$ cat config.mk
export PLATFORM = sky130hd
export DESIGN_NAME = fir_seq_filter
export DESIGN_NICKNAME = d
export VERILOG_FILES = /design/src/rtl/fir_seq_filter.sv
export SDC_FILE = /design/constraint.sdc
export NUM_CORES = 1
export LEC_CHECK = 0
export BUFFER_PORTS_ARGS = -buffer_cell sky130_fd_sc_hd__clkbuf_2
export CORE_ASPECT_RATIO = 0.75
export CORE_UTILIZATION = 25
export CTS_CLUSTER_DIAMETER = 60
export DETAILED_ROUTE_END_ITERATION = 6
export SYNTH_ARGS = -nofsm -noshare
export SYNTH_HDL_FRONTEND = slang
export SYNTH_SLANG_ARGS = --single-unit
$ cat constraint.sdc
create_clock -name clk -period 11.7 [get_ports clk]
set_input_delay 0.585 -clock clk [delete_from_list [all_inputs] [get_ports clk]]
set_output_delay 0.585 -clock clk [all_outputs]
set_load 0.02 [all_outputs]
$ cat src/rtl/fir_seq_filter.sv
// Symmetric FIR low-pass with one time-multiplexed multiplier, valid/ready input,
// run-time coefficient writes, round-half-up with unsigned saturation, and bypass.
module fir_seq_filter #(
  parameter int unsigned DATA_W    = 10,
  parameter int unsigned TAPS      = 31,
  parameter int unsigned COEF_W    = 8,
  parameter int unsigned FRAC_BITS = 10,
  parameter logic [((TAPS+1)/2)*COEF_W-1:0] COEF_INIT = {
    8'd68, 8'd67, 8'd65, 8'd61, 8'd56, 8'd50, 8'd43, 8'd36,
    8'd29, 8'd23, 8'd17, 8'd12, 8'd8,  8'd6,  8'd4,  8'd3
  }
) (
  input  logic                                 clk,
  input  logic                                 reset,
  input  logic                                 sample_valid,
  output logic                                 sample_ready,
  input  logic [DATA_W-1:0]                    sample_in,
  input  logic                                 bypass,
  input  logic                                 coef_we,
  input  logic [$clog2((TAPS+1)/2)-1:0]        coef_addr,
  input  logic [COEF_W-1:0]                    coef_data,
  output logic                                 coef_wr_err,
  output logic                                 out_valid,
  output logic [DATA_W-1:0]                    out_data,
  output logic                                 out_sat,
  output logic                                 busy
);

  localparam int unsigned H      = (TAPS + 1) / 2;
  localparam int unsigned ADDR_W = $clog2(H);
  localparam int unsigned TAP_W  = $clog2(TAPS);
  localparam int unsigned PRE_W  = DATA_W + 1;
  localparam int unsigned PROD_W = PRE_W + COEF_W;
  localparam int unsigned ACC_W  = PROD_W + $clog2(H);
  localparam logic [ACC_W:0] RND = {{ACC_W{1'b0}}, 1'b1} << (FRAC_BITS - 1);

  typedef enum logic [1:0] {StIdle, StMac, StOut} state_e;

  state_e              r_state, w_state_d;
  logic [DATA_W-1:0]   r_v    [TAPS];
  logic [COEF_W-1:0]   r_coef [H];
  logic [ACC_W-1:0]    r_acc;
  logic [ADDR_W-1:0]   r_idx;
  logic                r_byp;
  logic                r_out_valid;
  logic [DATA_W-1:0]   r_out_data;
  logic                r_out_sat;
  logic                r_wr_err;

  logic [TAP_W-1:0]    w_lo_idx, w_hi_idx;
  logic                w_centre;
  logic [PRE_W-1:0]    w_pre;
  logic [PROD_W-1:0]   w_prod;
  logic [ACC_W:0]      w_rounded;
  logic [ACC_W:0]      w_res;
  logic                w_sat;
  logic                w_addr_ok;

  // With a power-of-two H every address is in range.
  if (H == (1 << ADDR_W)) begin : g_addr_full
    assign w_addr_ok = 1'b1;
  end else begin : g_addr_part
    assign w_addr_ok = (coef_addr < ADDR_W'(H));
  end

  assign sample_ready = (r_state == StIdle);
  assign busy         = (r_state != StIdle);
  assign out_valid    = r_out_valid;
  assign out_data     = r_out_data;
  assign out_sat      = r_out_sat;
  assign coef_wr_err  = r_wr_err;

  assign w_lo_idx  = TAP_W'(r_idx);
  assign w_hi_idx  = TAP_W'(TAPS - 1) - w_lo_idx;
  assign w_centre  = (r_idx == ADDR_W'(H - 1));
  assign w_pre     = w_centre ? {1'b0, r_v[w_lo_idx]}
                              : {1'b0, r_v[w_lo_idx]} + {1'b0, r_v[w_hi_idx]};
  assign w_prod    = PROD_W'(w_pre) * PROD_W'(r_coef[r_idx]);
  assign w_rounded = {1'b0, r_acc} + RND;
  assign w_res     = w_rounded >> FRAC_BITS;
  assign w_sat     = |w_res[ACC_W:DATA_W];

  always_ff @(posedge clk) begin
    if (reset) r_state <= StIdle;
    else       r_state <= w_state_d;
  end

  always_comb begin
    w_state_d = r_state;
    case (r_state)
      StIdle:  if (sample_valid) w_state_d = StMac;
      StMac:   if (w_centre)     w_state_d = StOut;
      StOut:   w_state_d = StIdle;
      default: w_state_d = StIdle;
    endcase
  end

  always_ff @(posedge clk) begin
    if (reset) begin
      for (int k = 0; k < TAPS; k++) r_v[k] <= '0;
      for (int k = 0; k < H; k++)    r_coef[k] <= COEF_INIT[k*COEF_W +: COEF_W];
      r_acc       <= '0;
      r_idx       <= '0;
      r_byp       <= 1'b0;
      r_out_valid <= 1'b0;
      r_out_data  <= '0;
      r_out_sat   <= 1'b0;
      r_wr_err    <= 1'b0;
    end else begin
      r_out_valid <= 1'b0;
      r_wr_err    <= 1'b0;
      // Writes only happen in IDLE, so the MAC never sees a coefficient change mid-sum.
      if (coef_we) begin
        if ((r_state == StIdle) && w_addr_ok) r_coef[coef_addr] <= coef_data;
        else                                  r_wr_err <= 1'b1;
      end
      case (r_state)
        StIdle: begin
          if (sample_valid) begin
            for (int k = 0; k < TAPS - 1; k++) r_v[k] <= r_v[k+1];
            r_v[TAPS-1] <= sample_in;
            r_acc       <= '0;
            r_idx       <= '0;
            r_byp       <= bypass;
          end
        end
        StMac: begin
          r_acc <= r_acc + ACC_W'(w_prod);
          if (!w_centre) r_idx <= r_idx + 1'b1;
        end
        StOut: begin
          r_out_valid <= 1'b1;
          if (r_byp) begin
            r_out_data <= r_v[TAPS-1];
            r_out_sat  <= 1'b0;
          end else begin
            r_out_data <= w_sat ? {DATA_W{1'b1}} : w_res[DATA_W-1:0];
            r_out_sat  <= w_sat;
          end
        end
        default: ;
      endcase
    end
  end

endmodule

==> reports/metrics.sh, run 1 <==
PEAK_FREQ_GHz=0.112
WORST_PATH_MOST_REPEATED_CELL='fa_1'
FINAL.SETUP.TNS_PS=0
BUFS_ON_LONGEST_CLOCK_PATH=3
YS.WARNINGS.COUNT=0
ROUTED_VIA_DENSITY=4.57
CTS_HOLD_REPAIR.BUFFERS=0
DIEAREA_MM2=0.109
TOTALPOWERFINAL_mW=6.33
CP-END-KIND='flop'
SYNTH.TOP_CELLS.BY_AREA='edfxtp_1, mux4_2, and2_1'
CLOCK_TREE_ROOT='clkbuf_16'
SYNTH_EDF_COUNT=438
CLKSLEWWORSTSETUPHOLDPATHS_PS=60
COMB_POWER_SHARE_PCT=41.7
SYNTH.TOP_CELL.AREA_SHARE_PCT=49.0
CRITICAL_PATH_ARRIVAL_PS=9430
FINAL_UTIL_PCT=28.5
CLOCK_LATENCY_OF_THE_LATER_CLOCKED_REGISTER_IN_THE_WORST_SKEW_PAIR_PS=620
DIE-HEIGHT_UM=286
POWER.NET_SWITCHING_mW=2.36
MAXCAPVIOLCOUNT=0
GPL.FINAL_WEIGHTED_CONGESTION=0.828
FINALCRITICALPERIOD_PS=8960
POSTSYNTH.TOPFLOPCELL='edfxtp_1'
GRT_SETUP_UNREPAIRED='false'
FP.COREAREA_MM2=0.106
AREA_TAKEN_BY_MULTI_INPUT_LOGIC_GATES_MM2=0.0118
ASYNC_FLOP_SHARE_PCT=0
DRIVE_ABOVE_1_SHARE_PCT=17.9
GRT_MAX_DEGREE=112
BUFFER_PORTS.INSERTED=41
FIN_SKEW_PS=46.6
FILLERS=10700
GRT.OVERFLOW.TOTAL=0
POSTSYNTHNETCOUNT=2120
SWSHARE_PCT=37.2
CRIT_TYPE='flop to flop'
GRT_PASS1_WL_UM=97400
PERIOD_SHARE_PCT=76.6
GRT_USAGE_PCT=11.5
POSTROUTEWIRELENGTH_UM=62900
START_UTIL_PCT=25.4
SEQUENTIAL_CELL_AREA_MM2=0.0141
SYNTH_SEQ_AREA_SHARE_PCT=52.5
PLACE_AREA_MM2=0.0286
CLOCK_SINK_COUNT=485
TRITONCTS_BUFFERS=52
CRIT_PATH_START_KIND='flop'
REQUIRED_PS=12170
DRV_SLEW=0
DP_HPWL_UM=41000
DETAIL_ROUTE.DRC_VIOLATIONS=0
RUN_STATUS='finished, final reports clean'
TIGHTEST_SLEW_PS=1030
FIRST_PASS_ITERS=5
SYN_AREA_PER_CELL_UM2=13.7
HOLD_PATH.CLASS='input pin to flop'
POSTCTSRESIZEDCELLS=0
NETLIST_INSTANCES=1964
FINISHED_LAYOUT_CELLS=3429
WORSTPATHMAXFANOUT=50
SEQUENTIAL_CELL_FRACTION_OF_TOTAL_POWER_PCT=33.3
REMAINING_MAX_SLEW_BUDGET_AT_THE_TIGHTEST_PIN_PCT=31.2
HOLD_VIOLATIONS=0
IR_WORST_VDD_uV=332
LEAKAGE_nW=10.9
POST_CTS_BUFFERS=0
POWER.DENSITY_CELL_AREA_mW_PER_MM2=210
PLACED_CELL_COUNT=3336
NUM_ROWS=103
DETAILROUTE.VIA_COUNT=15700
ANTENNADIODECOUNT=0
GRT_PASS1_VIAS=15400
P_CLK_SHARE_PCT=25.0
SETUP-VIOLATIONS-FINAL=0
YS_FF_LATCH=485
AVGROUTEDWIREPERCELL_UM=18.4
SYNTH.CELL_AREA_MM2=0.0268
SYNTHTOLAYOUTAREAGROWTH_PCT=12.5
CTS.HTREE.LEVELS=2
WORST-R2R-SETUP-SLACK_PS=2740
ANTENNA_FOUND_INITIAL=2
TIMING.CRITICAL_PATH.SLOWEST_CELL_DELAY_PS=750
CP_SLOWEST_CELL='buf_4'
DESIGN_AREA_MM2=0.0302
FIN_NETS=2129
SYNTH_TOP_AREA_CELL='edfxtp_1'
CELL_INTERNAL_PWR_mW=3.98
DR.FIRST_ITER.DRC_COUNT=1203
CTS_TREE='done'
IO_PINS=42
NETLIST-CELL-TYPE-COUNT=56
ROUTE.ANTENNA.REMAINING_NETS=0
CHIPWIDTH_UM=380
layer usage:
layer | share of wire, % | track usage (%)
met5 | 0.017 | 0
met4 | 1.5 | 2.09
met3 | 7.1 | 2.48
met2 | 40 | 15.5
met1 | 51 | 18.5
cell usage in the layout (no fill, tap or decap), types with 20 or more instances in the layout:
master / n
a21oi_1: 52
and2_1: 268
buf_4: 32
clkbuf_16: 53
clkbuf_2: 40
dfxtp_1: 43
edfxtp_1: 438
fa_1: 72
ha_1: 56
inv_1: 113
mux2i_1: 24
mux4_2: 162
nand2_1: 51
nand2b_1: 36
nand3_1: 25
nor2_1: 114
nor2b_1: 138
nor3_1: 20
o21ai_0: 36
or2_2: 21
or3_1: 31
xnor2_1: 23
cell usage after synthesis, types with 7 or more instances:
cell and count:
a21oi_1 52, a22o_1 10, and2_1 268, buf_1 8, buf_2 24, clkbuf_1 76, dfxtp_1 47, edfxtp_1 438
fa_1 72, ha_1 57, inv_1 114, mux2_2 19, mux2i_1 24, mux4_1 7, mux4_2 162, nand2_1 51
nand2b_1 36, nand3_1 25, nor2_1 115, nor2b_1 138, nor3_1 20, o21ai_0 36, or2_2 21, or3_1 31
xnor2_1 24, xor2_1 11
state kept, by name, summed over array words and instances, names as in the netlist, named ones only:
name / count
out_sat: 1
r_v: 310
r_byp: 1
out_data: 10
r_idx: 4
r_state: 2
r_acc: 23
r_coef: 128
out_valid: 1
coef_wr_err: 1
critical path, delay by kind of cell (launching register included):
family / cells / cell delay [ps]
adders and majority gates: 7 / 3230
AOI/OAI and AO/OA: 8 / 2120
muxes: 3 / 1150
buffers and inverters: 4 / 920
and+or+nand+nor: 5 / 880
DFF: 1 / 360
xor gates and xnor gates: 1 / 100
power groups by stage:
stage,Combinational (mW),Clock [mW],Sequential (mW)
5_1_grt,3.02,1.69,2.12
3_5_place_dp,2.61,0,2.14
3_3_place_gp,2.60,0,2.14
2_1_floorplan,2.02,0,2.12
6_report,2.64,1.58,2.11
4_1_cts,2.63,1.62,2.11
stage by stage:
step	hold WS [ps]	worst slack, ps
finish	251	2740
global route	238	2110
CTS	213	2770
detailed placement	452	2790
global placement	457	2830
floorplan	444	3630
kinds of logic after synthesis:
family,count (synthesis),synth area share [%]
multiplexers,216,16.3
AND/OR/NAND/NOR,725,15.2
adder cells (fa/ha/maj),129,8.03
buffers and inverters,233,3.61
AO/OA/AOI/OAI,141,3.24
XOR/XNOR,35,1.14
flip-flops,485,52.5
path summary, 6_finish.rpt:
| check | from | to | cells after the start |
|---|---|---|---|
| worst max-delay path | r_idx[1] | r_acc[20] | 28 |
| worst min-delay path | sample_in[1] | r_v[30][1] | 2 |
| worst min register to register | out_data[4] | out_data[4] | 2 |
| worst max register to register | r_idx[1] | r_acc[20] | 28 |
final cells by class:
| type | instances | area share, % |
|---|---|---|
| clock inverter | 29 | 0.762 |
| inverter | 115 | 1.45 |
| tap | 1417 | 5.87 |
| clock buffer | 64 | 4.56 |
| timing repair buffer | 73 | 1.50 |
| multi-input combinational | 1246 | 39.1 |
| sequential | 485 | 46.7 |
Power figures use the tool's default switching activity.
==> run 2, diff against run 1 <==
==> constraint.sdc (replaced) <==
create_clock -name clk -period 8.7 [get_ports clk]
set_input_delay 0.435 -clock clk [delete_from_list [all_inputs] [get_ports clk]]
set_output_delay 0.435 -clock clk [all_outputs]
set_load 0.02 [all_outputs]
==> reports/metrics.sh, run 2 (synthesis gave the netlist of run 1 again) <==
CRIT_PATH_START_KIND='flop'
CLOCK_TREE_ROOT='clkbuf_16'
GRT_USAGE_PCT=11.4  # -0.071 points
FINAL_UTIL_PCT=28.8  # +0.27 points
PERIOD_SHARE_PCT=94.9  # +18 points
SYNTHTOLAYOUTAREAGROWTH_PCT=13.6
LAYOUT_COMMON_CELLS='edfxtp_1, and2_1, mux4_2'
DIEAREA_MM2=0.109  # unchanged
FIN_SKEW_PS=66.6  # +20.0 ps
GRT_MAX_DEGREE=175  # +56%
NUM_ROWS=103  # unchanged
CRIT_TYPE='flop to flop'
ANTENNA_FOUND_INITIAL=1  # -1
TRITONCTS_BUFFERS=54  # +3.8%
FINALCRITICALPERIOD_PS=8260  # -699 ps
GRT.OVERFLOW.TOTAL=0  # unchanged
START_UTIL_PCT=25.4  # unchanged
CP-END-KIND='flop'
BUFS_ON_LONGEST_CLOCK_PATH=3  # unchanged
CRITICAL_PATH_BUF_INV_COUNT=4  # unchanged
FIRST_PASS_ITERS=5  # unchanged
GRT_PASS1_VIAS=15700  # +2.5%
POWER.NET_SWITCHING_mW=3.21  # +36%
FINAL_WORST_SETUP_SLACK_PS=441  # -2300 ps
SWSHARE_PCT=37.5  # +0.29 points
POSTROUTEWIRELENGTH_UM=62500  # -0.62%
PEAK_FREQ_GHz=0.121  # +8.5%
LEAKAGE_nW=11.0  # +1.4%
DRIVE_ABOVE_1_SHARE_PCT=19.2  # +1.2 points
POWER.DENSITY_CELL_AREA_mW_PER_MM2=281  # +34%
CHIPWIDTH_UM=380  # unchanged
GRT_SETUP_UNREPAIRED='false'
LAYOUT.CELLS.MOST_COMMON='edfxtp_1'
MAXCAPVIOLCOUNT=0  # unchanged
CLKSLEWWORSTSETUPHOLDPATHS_PS=60  # about the same
CRIT_FAMILY='adder cells'
CRITICAL_PATH_ARRIVAL_PS=8770  # -660 ps
COMB_POWER_SHARE_PCT=42.0  # +0.3 points
DETAILROUTE.VIA_COUNT=15900  # +1.4%
AVGROUTEDWIREPERCELL_UM=18.1  # -1.3%
REQUIRED_PS=9210  # -2960 ps
IO_PINS=42  # unchanged
DRV_SLEW=0  # unchanged
TIMING.CRITICAL_PATH.SLOWEST_CELL_DELAY_PS=570  # -180 ps
CP_SLOWEST_CELL='mux4_2'
SETUP-VIOLATIONS-FINAL=0  # unchanged
WORST_PATH_MOST_REPEATED_CELL='fa_1'
DIE-HEIGHT_UM=286  # unchanged
BUFFER_PORTS.INSERTED=41  # unchanged
ANTENNADIODECOUNT=0  # unchanged
DR.FIRST_ITER.DRC_COUNT=1469  # +22%
IR_WORST_VDD_uV=433  # +30%
CTS.HTREE.LEVELS=2  # unchanged
FINAL.SETUP.TNS_PS=0  # unchanged
WORSTPATHMAXFANOUT=34  # -32%
GRT_PASS1_WL_UM=97600  # +0.27%
HOLD_PATH.CLASS='input pin to flop'
ROUTE.ANTENNA.REMAINING_NETS=0  # unchanged
REMAINING_MAX_SLEW_BUDGET_AT_THE_TIGHTEST_PIN_PCT=28.2  # -3.0 points
LARGEST_REGISTERS='r_v x310, r_coef x128, r_acc x23'
CTS_HOLD_REPAIR.BUFFERS=0  # unchanged
FIN_NETS=2151  # +1.0%
FILLERS=10600  # -0.37%
RUN_STATUS='finished, final reports clean'
LARGEST_REGISTER='r_v'
P_CLK_SHARE_PCT=24.9  # about the same
ROUTED_VIA_DENSITY=4.61  # +0.72%
FP.COREAREA_MM2=0.106  # unchanged
MAX_FFS_PER_REGISTER=310  # unchanged
CTS_TREE='done'
DETAIL_ROUTE.DRC_VIOLATIONS=0  # unchanged
CLOCK_LATENCY_OF_THE_LATER_CLOCKED_REGISTER_IN_THE_WORST_SKEW_PAIR_PS=620  # about the same
CELL_INTERNAL_PWR_mW=5.36  # +35%
HOLD_VIOLATIONS=0  # unchanged
TIGHTEST_SLEW_PS=1080  # +45.0 ps
GPL.FINAL_WEIGHTED_CONGESTION=0.824  # -0.48%
DP_HPWL_UM=40800  # -0.67%
CLOCK_SINK_COUNT=485  # unchanged
DPL_WORST_SLACK_PS=96.5  # -2700 ps
SEQUENTIAL_CELL_FRACTION_OF_TOTAL_POWER_PCT=33.1  # -0.2 points
-- run 2: cell types whose count changed in the layout (fill, tap and decap cells not counted), sizes merged --
cell	before	now
buf	33	52
bufinv	2	1
clkbuf	104	106
clkinv	25	26
clkinvlp	1	3
inv	116	117
-- run 2: routing by layer --
layer	vias to the layer above	wire, um	GRT usage (%)
li1	7164	-	-
met3	85	4720	2.45
met5	-	0	0
met4	0	1150	2.50
met1	8125	31400	18.2
met2	532	25300	15.5
-- run 2: worst reg2reg max path: cells and delay by family (launching register included) --
kind	cells	cell delay [ps]
AO/OA/AOI/OAI	8	2130
XOR/XNOR	2	260
multiplexers	3	1460
buffers and inverters	4	430
flip-flops	1	410
adder cells (fa/ha/maj)	6	2710
AND/OR/NAND/NOR	4	770
-- run 2: repair_timing --
action | 4_1_cts | 5_1_grt
setup endpoints to repair | 1 | 7
cloned | 0 | 1
gates resized for setup | 0 | 4
buffers inserted | 4 | 6
pin swaps | 1 | 1
-- run 2: power by group through the flow --
stage          clock [mW]  sequential [mW]  combinational (mW)
3_5_place_dp            0             2.88                3.51
2_1_floorplan           0             2.85                2.71
6_report             2.14             2.84                3.60
3_3_place_gp            0             2.88                3.50
5_1_grt              2.28             2.86                4.11
4_1_cts              2.19             2.84                3.55
-- run 2: final cells by class --
class	count	area (um^2)	area share, %
Tap cell	1417	1770	5.82
Clock buffer	65	1390	4.57
Clock inverter	32	229	0.751
Multi-Input combinational cell	1246	11800	38.8
Sequential cell	485	14100	46.3
Timing Repair Buffer	93	709	2.33
Inverter	115	439	1.44
-- run 2: through the flow --
stage	total power [mW]	hold WS (ps)	cell area (um^2)	std cells
finish	8.58	108	30500	3453
global route	9.24	93.4	30500	3453
CTS	8.57	71.3	30400	3446
detailed placement	6.39	455	28700	3345
global placement	6.38	456	28700	3345
floorplan	5.56	444	26800	1964
-- run 2: worst paths after layout --
path | from | endpoint | slack (ps) | cells past startpoint
worst max-delay path | r_idx[0] | r_acc[19] | 440 | 27
worst min-delay path | sample_in[5] | r_v[30][5] | 110 | 2
worst max register to register | r_idx[0] | r_acc[19] | 440 | 27
worst min register to register | r_acc[2] | r_acc[2] | 460 | 2
==> run 3, diff against run 2 <==
--- a/config.mk
+++ b/config.mk
@@ -6,10 +6,13 @@
 export NUM_CORES = 1
 export LEC_CHECK = 0
 export BUFFER_PORTS_ARGS = -buffer_cell sky130_fd_sc_hd__clkbuf_2
+export CELL_PAD_IN_SITES_DETAIL_PLACEMENT = 1
+export CELL_PAD_IN_SITES_GLOBAL_PLACEMENT = 2
 export CORE_ASPECT_RATIO = 0.75
 export CORE_UTILIZATION = 25
 export CTS_CLUSTER_DIAMETER = 60
 export DETAILED_ROUTE_END_ITERATION = 6
+export PLACE_DENSITY_LB_ADDON = 0.1
 export SYNTH_ARGS = -nofsm -noshare
 export SYNTH_HDL_FRONTEND = slang
 export SYNTH_SLANG_ARGS = --single-unit
==> reports/metrics.sh, run 3 (synthesis gave the netlist of run 1 again) <==
RUN_STATUS='finished, final reports clean'
GRT.OVERFLOW.TOTAL=0  # unchanged
FILLERS=11200  # +5.1%
CLKSLEWWORSTSETUPHOLDPATHS_PS=60  # about the same
WORST-R2R-SETUP-SLACK_PS=440  # about the same
BUFS_ON_LONGEST_CLOCK_PATH=3  # unchanged
REGTOREGSTARTPOINT='r_idx[0]'
PERIOD_SHARE_PCT=95.0  # about the same
FINAL_WORST_SETUP_SLACK_PS=437  # -4.14 ps
HOLDPATHSTAGES=2  # unchanged
TRITONCTS_BUFFERS=66  # +22%
GRT_USAGE_PCT=14.5  # +3.1 points
FINALCRITICALPERIOD_PS=8260  # +4.14 ps
REMAINING_MAX_SLEW_BUDGET_AT_THE_TIGHTEST_PIN_PCT=32.2  # +4.0 points
ANTENNA_FOUND_INITIAL=5  # +4
CLOCK_TREE_ROOT='clkbuf_16'
BUFFER_PORTS.INSERTED=41  # unchanged
IR_WORST_VDD_uV=252  # -42%
NUM_ROWS=103  # unchanged
CRIT_TYPE='flop to flop'
DETAIL_ROUTE.DRC_VIOLATIONS=0  # unchanged
FINAL_UTIL_PCT=29.5  # +0.66 points
MAXCAPVIOLCOUNT=0  # unchanged
CRITICAL_PATH_ARRIVAL_PS=8790  # +20 ps
WORSTREG2REGEND='r_acc[19]'
SETUP-VIOLATIONS-FINAL=0  # unchanged
CTS.HTREE.LEVELS=3  # +1
FIN_NETS=2175  # +1.1%
DIEAREA_MM2=0.109  # unchanged
PLACE_AREA_MM2=0.0288  # +0.49%
CHIPWIDTH_UM=380  # unchanged
FIRST_PASS_ITERS=4  # -1
HOLDWS_PS=96.4  # -11.2 ps
FP.COREAREA_MM2=0.106  # unchanged
LARGEST_REGISTERS='r_v x310, r_coef x128, r_acc x23'
DPL_WORST_SLACK_PS=290  # +194 ps
LEAKAGE_nW=11.4  # +3.2%
DETAILROUTE.VIA_COUNT=15900  # +0.16%
HOLDCRITSTARTPOINT='sample_in[3]'
WORST_PATH_MOST_REPEATED_CELL='fa_1'
ROUTED_VIA_DENSITY=4.56  # -0.93%
WORSTPATHMAXFANOUT=12  # -65%
SYNTHTOLAYOUTAREAGROWTH_PCT=16.2
ROUTE.ANTENNA.REMAINING_NETS=0  # unchanged
FIN_SKEW_PS=32.5  # -34.1 ps
CLOCK_LATENCY_OF_THE_LATER_CLOCKED_REGISTER_IN_THE_WORST_SKEW_PAIR_PS=640  # +20 ps
CLOCK_SINK_COUNT=485  # unchanged
LAYOUT_COMMON_CELLS='edfxtp_1, and2_1, mux4_2'
AVGROUTEDWIREPERCELL_UM=22.4  # +24%
IO_PINS=42  # unchanged
TIMING.CRITICAL_PATH.SLOWEST_CELL_DELAY_PS=540  # -30 ps
CTS_TREE='done'
GPL.FINAL_WEIGHTED_CONGESTION=0.732  # -11%
GRT_PASS1_WL_UM=118000  # +21%
GRT_PASS1_VIAS=17100  # +8.4%
PEAK_FREQ_GHz=0.121  # about the same
POWER.DENSITY_CELL_AREA_mW_PER_MM2=301  # +7.0%
HOLD_VIOLATIONS=0  # unchanged
LARGEST_REGISTER='r_v'
CRITICAL_PATH_BUF_INV_COUNT=5  # +1
DIE-HEIGHT_UM=286  # unchanged
FINAL.SETUP.TNS_PS=0  # unchanged
DRIVE_ABOVE_1_SHARE_PCT=20.7  # +1.5 points
GRT_MAX_DEGREE=139  # -21%
POSTROUTEWIRELENGTH_UM=78300  # +25%
START_UTIL_PCT=25.4  # unchanged
LAYOUT.CELLS.MOST_COMMON='edfxtp_1'
GRT_SETUP_UNREPAIRED='false'
DR.FIRST_ITER.DRC_COUNT=859  # -42%
REQUIRED_PS=9230  # +20 ps
CRIT_PATH_START_KIND='flop'
CP-END-KIND='flop'
CRIT_FAMILY='adder cells'
DP_HPWL_UM=52400  # +29%
CP_SLOWEST_CELL='fa_1'
CAPTURE_ENDPOINT_OF_THE_WORST_HOLD_PATH='r_v[30][3]'
DESIGN_AREA_MM2=0.0312  # +2.3%
TIGHTEST_SLEW_PS=1020  # -59.9 ps
DRV_SLEW=0  # unchanged
MAX_FFS_PER_REGISTER=310  # unchanged
R2R.WORST_PATH.CELLS=28  # +3.7%
HOLD_PATH.CLASS='input pin to flop'
==> run 3: area by class of cell <==
type | instances | area (um^2) | share of cell area [%]
clock buffers | 76 | 1710 | 5.48
diodes | 2 | 5.00 | 0.0160
multi-input cells | 1246 | 11800 | 37.9
well taps | 1417 | 1770 | 5.69
repair buffers | 105 | 806 | 2.58
flip-flops and latches | 485 | 14100 | 45.2
inverters | 115 | 439 | 1.41
clock inverters | 45 | 523 | 1.68
==> run 3: worst max path at each step <==
stage,endpoint,from,depth (start not counted)
2_1_floorplan,r_acc[20],r_idx[0],31
3_3_place_gp,r_acc[19],r_idx[0],29
3_5_place_dp,r_acc[20],r_idx[1],28
4_1_cts,r_acc[20],r_idx[1],28
5_1_grt,r_acc[20],r_idx[1],28
6_report,r_acc[19],r_idx[0],28
==> run 3: worst reg2reg max path: cells and delay by family (launching register included) <==
| family | cells | cell delay (ps) |
|---|---|---|
| XOR/XNOR | 2 | 220 |
| flip-flops | 1 | 390 |
| buffers and inverters | 5 | 440 |
| adder cells (fa/ha/maj) | 8 | 3490 |
| multiplexers | 3 | 1060 |
| AND/OR/NAND/NOR | 3 | 510 |
| AO/OA/AOI/OAI | 7 | 2020 |
==> run 3: metrics by stage <==
| step | power [mW] | instances |
|---|---|---|
| 2_1_floorplan | 5.56 | 1964 |
| 4_1_cts | 9.59 | 3482 |
| 3_3_place_gp | 6.69 | 3360 |
| 6_report | 9.39 | 3491 |
| 5_1_grt | 10.2 | 3489 |
| 3_5_place_dp | 6.71 | 3360 |
==> run 3: repair_timing <==
| action | in CTS | in global routing |
|---|---|---|
| setup buffers | 0 | 6 |
| endpoints found under the setup margin | 0 | 5 |
| hold buffers | 1 | 0 |
| gates resized for setup | 0 | 3 |
| endpoints found under the hold margin | 1 | 0 |
==> run 3: per-layer routing <==
layer	part of all wire, %	vias to the layer above	global-route usage (%)
met5	0	-	0
met4	2.0	0	3.93
met3	2.9	85	2.24
met2	41	218	20.0
met1	54	8401	23.0
li1	-	7227	-
==> run 3: power by group <==
group	total, mW	switching, mW	leakage [nW]	internal [mW]
combinational	3.73	2.20	5.38	1.53
clock	2.81	1.14	1.09	1.67
sequential	2.85	0.121	4.94	2.72
total	9.39	3.46	11.4	5.93
